File: config.mk
export PLATFORM = sky130hd
export DESIGN_NAME = neuro_cfg_sequencer
export DESIGN_NICKNAME = d
export VERILOG_FILES = /design/src/rtl/neuro_cfg_sequencer.sv
export SDC_FILE = /design/constraint.sdc
export NUM_CORES = 1
export LEC_CHECK = 0
export ABC_CLOCK_PERIOD_IN_PS = 2500
export CORE_MARGIN = 2
export CORE_UTILIZATION = 55
export CTS_BUF_LIST = sky130_fd_sc_hd__clkbuf_16
export DETAILED_ROUTE_END_ITERATION = 10
export GPL_TIMING_DRIVEN = 0
export PLACE_DENSITY = 0.77
export SLEW_MARGIN = 25
export SYNTH_ARGS = -nofsm -noshare
export SYNTH_HDL_FRONTEND = slang
export SYNTH_SLANG_ARGS = --single-unit
File: constraint.sdc
create_clock -name clk -period 2.5 [get_ports clk]
set_input_delay 0.5 -clock clk [delete_from_list [all_inputs] [get_ports clk]]
set_output_delay 0.5 -clock clk [all_outputs]
set_load 0.02 [all_outputs]
File: src/rtl/neuro_cfg_sequencer.sv
// neuro_cfg_sequencer: loads config bytes from the pin logic into the cell array's serial config
// chain (MSB first), commits them with a latch pulse, then emits periodic neuron update ticks.
// Optional feature macro: CFG_READBACK_EN (captures the chain tail while shifting and returns
// the previous chain contents one byte per 8-shift group).
module neuro_cfg_sequencer #(
  parameter int unsigned NUM_CELLS = 8,
  parameter int unsigned CFG_BITS  = 8,
  parameter logic [23:0] MAX_COUNT = 24'd10_000_000
) (
  input  logic       clk,
  input  logic       reset,
  input  logic       cfg_start,
  input  logic [7:0] byte_in,
  input  logic       byte_strobe,
  output logic       byte_ack,
  output logic       cfg_shift_en,
  output logic       cfg_sdata,
  input  logic       cfg_sret,
  output logic       cfg_latch,
  output logic       tick,
  output logic       busy,
  output logic       loaded,
  output logic       err_overrun,
  output logic [7:0] rb_byte,
  output logic       rb_valid
);

  localparam int unsigned NBYTES = (NUM_CELLS * CFG_BITS) / 8;
  localparam int unsigned BCW    = (NBYTES > 1) ? $clog2(NBYTES) : 1;
  localparam logic [BCW-1:0] LastByte = BCW'(NBYTES - 1);
  localparam logic [23:0]    TickLast = MAX_COUNT - 24'd1;

  typedef enum logic [2:0] {StIdle, StWaitByte, StShift, StLatch, StRun} state_t;

  state_t         state_q, state_d;
  logic [BCW-1:0] byte_cnt_q, byte_cnt_d;
  logic [2:0]     bit_cnt_q, bit_cnt_d;
  logic [7:0]     sh_q, sh_d;
  logic [23:0]    tick_cnt_q, tick_cnt_d;
  logic           byte_ack_q, byte_ack_d;
  logic           shift_en_q, shift_en_d;
  logic           sdata_q, sdata_d;
  logic           latch_q, latch_d;
  logic           tick_q, tick_d;
  logic           busy_q, busy_d;
  logic           loaded_q, loaded_d;
  logic           err_q, err_d;

  // Next-state and registered-output decode; cfg_start overrides everything else.
  always_comb begin
    state_d    = state_q;
    byte_cnt_d = byte_cnt_q;
    bit_cnt_d  = bit_cnt_q;
    sh_d       = sh_q;
    tick_cnt_d = tick_cnt_q;
    byte_ack_d = 1'b0;
    shift_en_d = 1'b0;
    sdata_d    = 1'b0;
    latch_d    = 1'b0;
    tick_d     = 1'b0;
    loaded_d   = loaded_q;
    err_d      = err_q;
    if (cfg_start) begin
      // A strobe in the same cycle is silently dropped.
      state_d    = StWaitByte;
      byte_cnt_d = '0;
      bit_cnt_d  = 3'd0;
      tick_cnt_d = 24'd0;
      loaded_d   = 1'b0;
      err_d      = 1'b0;
    end else begin
      unique case (state_q)
        StIdle: begin
          if (byte_strobe) err_d = 1'b1;
        end
        StWaitByte: begin
          if (byte_strobe) begin
            state_d    = StShift;
            sh_d       = {byte_in[6:0], 1'b0};
            bit_cnt_d  = 3'd0;
            shift_en_d = 1'b1;
            sdata_d    = byte_in[7];
            byte_ack_d = 1'b1;
          end
        end
        StShift: begin
          if (byte_strobe) err_d = 1'b1;
          if (bit_cnt_q == 3'd7) begin
            if (byte_cnt_q == LastByte) begin
              state_d  = StLatch;
              latch_d  = 1'b1;
              loaded_d = 1'b1;
            end else begin
              byte_cnt_d = byte_cnt_q + 1'b1;
              state_d    = StWaitByte;
            end
          end else begin
            bit_cnt_d  = bit_cnt_q + 3'd1;
            shift_en_d = 1'b1;
            sdata_d    = sh_q[7];
            sh_d       = {sh_q[6:0], 1'b0};
          end
        end
        StLatch: begin
          if (byte_strobe) err_d = 1'b1;
          state_d    = StRun;
          tick_cnt_d = 24'd0;
          tick_d     = (TickLast == 24'd0);
        end
        StRun: begin
          if (byte_strobe) err_d = 1'b1;
          tick_cnt_d = (tick_cnt_q == TickLast) ? 24'd0 : tick_cnt_q + 24'd1;
          tick_d     = (tick_cnt_d == TickLast);
        end
        default: state_d = StIdle;
      endcase
    end
    busy_d = (state_d == StWaitByte) || (state_d == StShift) || (state_d == StLatch);
  end

  // State and output registers.
  always_ff @(posedge clk or posedge reset) begin
    if (reset) begin
      state_q    <= StIdle;
      byte_cnt_q <= '0;
      bit_cnt_q  <= 3'd0;
      sh_q       <= 8'h00;
      tick_cnt_q <= 24'd0;
      byte_ack_q <= 1'b0;
      shift_en_q <= 1'b0;
      sdata_q    <= 1'b0;
      latch_q    <= 1'b0;
      tick_q     <= 1'b0;
      busy_q     <= 1'b0;
      loaded_q   <= 1'b0;
      err_q      <= 1'b0;
    end else begin
      state_q    <= state_d;
      byte_cnt_q <= byte_cnt_d;
      bit_cnt_q  <= bit_cnt_d;
      sh_q       <= sh_d;
      tick_cnt_q <= tick_cnt_d;
      byte_ack_q <= byte_ack_d;
      shift_en_q <= shift_en_d;
      sdata_q    <= sdata_d;
      latch_q    <= latch_d;
      tick_q     <= tick_d;
      busy_q     <= busy_d;
      loaded_q   <= loaded_d;
      err_q      <= err_d;
    end
  end

  assign byte_ack     = byte_ack_q;
  assign cfg_shift_en = shift_en_q;
  assign cfg_sdata    = sdata_q;
  assign cfg_latch    = latch_q;
  assign tick         = tick_q;
  assign busy         = busy_q;
  assign loaded       = loaded_q;
  assign err_overrun  = err_q;

`ifdef CFG_READBACK_EN
  logic [7:0] rb_sh_q, rb_sh_d;
  logic [7:0] rb_byte_q, rb_byte_d;
  logic       rb_valid_q, rb_valid_d;

  // Sample the chain tail on each shift; publish after the 8th shift of an uninterrupted group.
  always_comb begin
    rb_sh_d    = rb_sh_q;
    rb_byte_d  = rb_byte_q;
    rb_valid_d = 1'b0;
    if (shift_en_q) rb_sh_d = {rb_sh_q[6:0], cfg_sret};
    if (shift_en_q && (bit_cnt_q == 3'd7) && !cfg_start) begin
      rb_byte_d  = rb_sh_d;
      rb_valid_d = 1'b1;
    end
  end

  // Readback registers.
  always_ff @(posedge clk or posedge reset) begin
    if (reset) begin
      rb_sh_q    <= 8'h00;
      rb_byte_q  <= 8'h00;
      rb_valid_q <= 1'b0;
    end else begin
      rb_sh_q    <= rb_sh_d;
      rb_byte_q  <= rb_byte_d;
      rb_valid_q <= rb_valid_d;
    end
  end

  assign rb_byte  = rb_byte_q;
  assign rb_valid = rb_valid_q;
`else
  logic unused_sret;
  assign unused_sret = cfg_sret;
  assign rb_byte     = 8'h00;
  assign rb_valid    = 1'b0;
`endif

endmodule

==> impl_metrics.tcl, run 1 <==
set metrics [dict create \
    die_w_um 78.0 \
    drcViolationCount 0 \
    wire_length_of_the_first_global_routing_pass_um 12300 \
    drtAntennaViolNets 0 \
    post_synth_xor_area_fraction_pct 2.03 \
    syn-mean-instance-area_um2 8.92 \
    setup_viols_final 0 \
    cpLargestDelayFamily "simple AND/OR/NAND/NOR gates" \
    worst_path_max_delay_cell "sky130_fd_sc_hd__or4_4" \
    fp-row-count 26 \
    mappedNetlistArea_um2 3020 \
    cp-end-kind "register" \
    holdWs_ns 0.484 \
    top_cell_type_s_share_of_synthesized_area_pct 39.8 \
    drive_above_1_share_pct 12.8 \
    finalHoldViolCount 0 \
    power.density_cell_area_nw_per_um2 485 \
    coreArea_um2 5200 \
    route.detailed.vias_per_inst 5.95 \
    floorplan.die.height_um 78.0 \
    synth_enable_flop_cells 0 \
    ios 30 \
    ys_dominant_reg_cell "sky130_fd_sc_hd__dfrtp_1" \
    num-nets-final 394 \
    grt.total_usage_pct 25.9 \
    final.period_utilization_pct 98.8 \
    antenna_found_initial 0 \
    power.total_mw 1.72 \
    worst_r2r_endpoint "tick" \
    cts.sink_count 48 \
    finish.instance_area_um2 3550 \
    clockRootBuffer "sky130_fd_sc_hd__clkbuf_16" \
    synth.yosys.seq_area_share_pct 39.8 \
    setup.reg_to_reg.worst_slack_ns 0.03 \
    async_flop_share_pct 100 \
    hold_path.class "register to register" \
    unrepaired_setup_endpoints_after_global_routing "true" \
    fin_util_pct 68.2 \
    yosys.cell_count.top_type "sky130_fd_sc_hd__dfrtp_1" \
    totalWireLength_um 7420 \
    dp.final_hpwl_um 5270 \
    timing.rr.start "tick_cnt_q[7]" \
    synth_common_cells "sky130_fd_sc_hd__dfrtp_1 (48), sky130_fd_sc_hd__a21oi_1 (34), sky130_fd_sc_hd__nor2_1 (29)" \
    synth_area_leader_cell "sky130_fd_sc_hd__dfrtp_1" \
    run_status "finished clean" \
    synth.ff_latch_count 48 \
    cap_viol_max_count 0 \
    synth_top_family_by_area "simple AND/OR/NAND/NOR gates" \
    number_of_cells_on_the_worst_hold_path 1 \
    die-area_um2 6090 \
    worst_hold_startpoint "loaded" \
    antenna-diode-count 0 \
    placement.cell_area_um2 3340 \
    crit_path_buffers_inverters 0 \
    synth_fa_ha_area_share_pct 2.49 \
    crit_top_cell "sky130_fd_sc_hd__or4_4" \
    grt_pass1_vias 2479 \
    first_iter_violations 265 \
    post_cts_hold_buffer_count 0 \
    cts.reportedPaths.clkPinSlew_ns 0.07 \
    initial_core_util_pct 57.9 \
    startpoint_type "register" \
    vias 2655 \
    reg2regPathDepth 5 \
    finalMaxSlewViolations 0 \
    final_period_minus_worst_setup_slack_ns 2.47 \
    worst_clock_skew_ns 0.00526 \
    final-instance-count-excl-fill 446 \
    cpPeakStageDelay_ns 0.55 \
    yosys_warnings 0 \
    clock_insertion_delay_at_the_later_pin_of_the_skew_report_ns 0.29 \
    preCtsSetupSlack_ns -0.282 \
    worst_ep_arrival_time_ns 2.65 \
    place.gp.congestion 0.963 \
    cp_cell_sequence "or4_4 -> or4_4 -> a2111oi_4 -> o2111ai_1 -> nor4_2" \
    leakage_nw 1.44 \
    cts_htree_levels 2 \
    placed_cells_incl_taps 436 \
    worst_slew_pin_slew_ns 0.644 \
    cts-buffers-inserted 5 \
    clk_path_buf_depth 2 \
    grt_overflow 0 \
    critPathKind "register to register" \
    routed_wire_length_per_instance_um 16.6 \
    ys_types 56 \
    area_delta_synth_final_pct 17.8 \
    synth-simple-area-share_pct 26.1 \
    final.setup.tns_ns 0 \
    drtPass1Iterations 5 \
    synth_area_leaders "sky130_fd_sc_hd__dfrtp_1 (40%), sky130_fd_sc_hd__a21oi_1 (5.6%), sky130_fd_sc_hd__mux2i_1 (5.6%)" \
    finalWorstSetupSlack_ns 0.0304 \
    filler_cell_count 432 \
    worst-endpoint-required_ns 2.68 \
    portBuffers 19 \
    netlist_instances 338 \
    complex_gate_fraction_of_the_synthesized_area_pct 15.4 \
    max-vdd-ir-drop_v 0.000421 \
    maxSlewHeadroom_pct 56.9 \
    tritoncts "done" \
    achievable-frequency_mhz 405 \
    min_delay_worst_endpoint "loaded" \
    path_max_fanout 6 \
    pin_count_of_the_biggest_net_entering_global_routing 32 \
    yosys-mux-area-fraction_pct 6.39 \
]
-- cells in the final DEF, fill, tap and decap left out, types with 10 or more instances in the layout --
master,Yosys,routed
sky130_fd_sc_hd__clkdlybuf4s50_1,0,19
sky130_fd_sc_hd__nand4_1,16,16
sky130_fd_sc_hd__buf_4,9,12
sky130_fd_sc_hd__nand3_1,18,17
sky130_fd_sc_hd__nand2_1,23,23
sky130_fd_sc_hd__nor2_1,29,28
sky130_fd_sc_hd__dfrtp_1,48,47
sky130_fd_sc_hd__inv_1,11,10
sky130_fd_sc_hd__mux2i_1,17,17
sky130_fd_sc_hd__clkbuf_1,18,13
sky130_fd_sc_hd__o21ai_0,14,14
sky130_fd_sc_hd__a21oi_1,34,34
-- area by class of cell --
class	instances	area, µm²	share of cell area [%]
multi-input cells	255	1650	46.4
flip-flops and latches	48	1200	33.8
repair buffers	23	233	6.55
plain buffers	31	191	5.39
clock buffers	5	125	3.52
well taps	70	87.6	2.47
inverters	11	41.3	1.16
clock inverters	3	22.5	0.634
-- power breakdown --
part | leakage (nW) | total (mW) | switching, mW | internal (mW)
logic | 0.729 | 0.199 | 0.115 | 0.0839
clock network | 0.0742 | 0.685 | 0.311 | 0.375
registers | 0.640 | 0.839 | 0.0222 | 0.817
total | 1.44 | 1.72 | 0.448 | 1.28
-- worst reg2reg max path: stages, from the launching register on --
cell and delay [ns]:
sky130_fd_sc_hd__dfrtp_2 0.46, sky130_fd_sc_hd__or4_4 0.56, sky130_fd_sc_hd__or4_4 0.54, sky130_fd_sc_hd__a2111oi_4 0.36
sky130_fd_sc_hd__o2111ai_1 0.21, sky130_fd_sc_hd__nor4_2 0.23
-- registers in the layout, indices dropped and copies added (netlist names), 3 cells and up --
register and flops:
state_q 3, sh_q 7, byte_cnt_q 3, tick_cnt_q 24
bit_cnt_q 3
-- cell families after synthesis --
group | after synthesis
XOR/XNOR | 7
other | 1
buffers and inverters | 43
flip-flops | 48
AND/OR/NAND/NOR | 140
multiplexers | 19
adder cells (fa/ha/maj) | 6
AO/OA/AOI/OAI | 74
-- worst max path at each step --
| stage | to | startpoint | slack, ns | cells after the start |
|---|---|---|---|---|
| global route | tick | tick_cnt_q[7] | -0.01 | 5 |
| CTS | tick | tick_cnt_q[0] | -0.03 | 6 |
| floorplan | tick | tick_cnt_q[7] | 0.23 | 5 |
| detailed placement | tick_cnt_q[17] | cfg_start | -0.28 | 8 |
| global placement | tick_cnt_q[16] | cfg_start | -0.23 | 8 |
| finish | tick | tick_cnt_q[7] | 0.03 | 5 |
-- metal layers --
metal	vias to the layer above	part of all wire (%)	global-route usage [%]
li1	1291	-	-
met1	1254	46	37.2
met2	95	46	39.3
met3	15	6.0	5.06
met4	0	1.8	8.77
met5	-	0	0
-- what timing repair did --
action,CTS,global route
setup buffers,0,3
endpoints found under the setup margin,10,26
pin swaps,1,2
resized for setup,4,11
Power figures use the tool's default switching activity.
==> run 2: changes to the inputs <==
==> constraint.sdc (replaced) <==
create_clock -name clk -period 2.5 [get_ports clk]
set_input_delay 0.5 -clock clk [delete_from_list [all_inputs] [get_ports clk]]
set_output_delay 0.5 -clock clk [all_outputs]
set_load 0.05 [all_outputs]
==> results of run 2 <==
Same layout as run 1 (identical final DEF). Status: finished clean.
Among the figures that moved: total power 1.72 mW -> 1.75 mW; worst IR drop on VDD 0.000421 V -> 0.000422 V
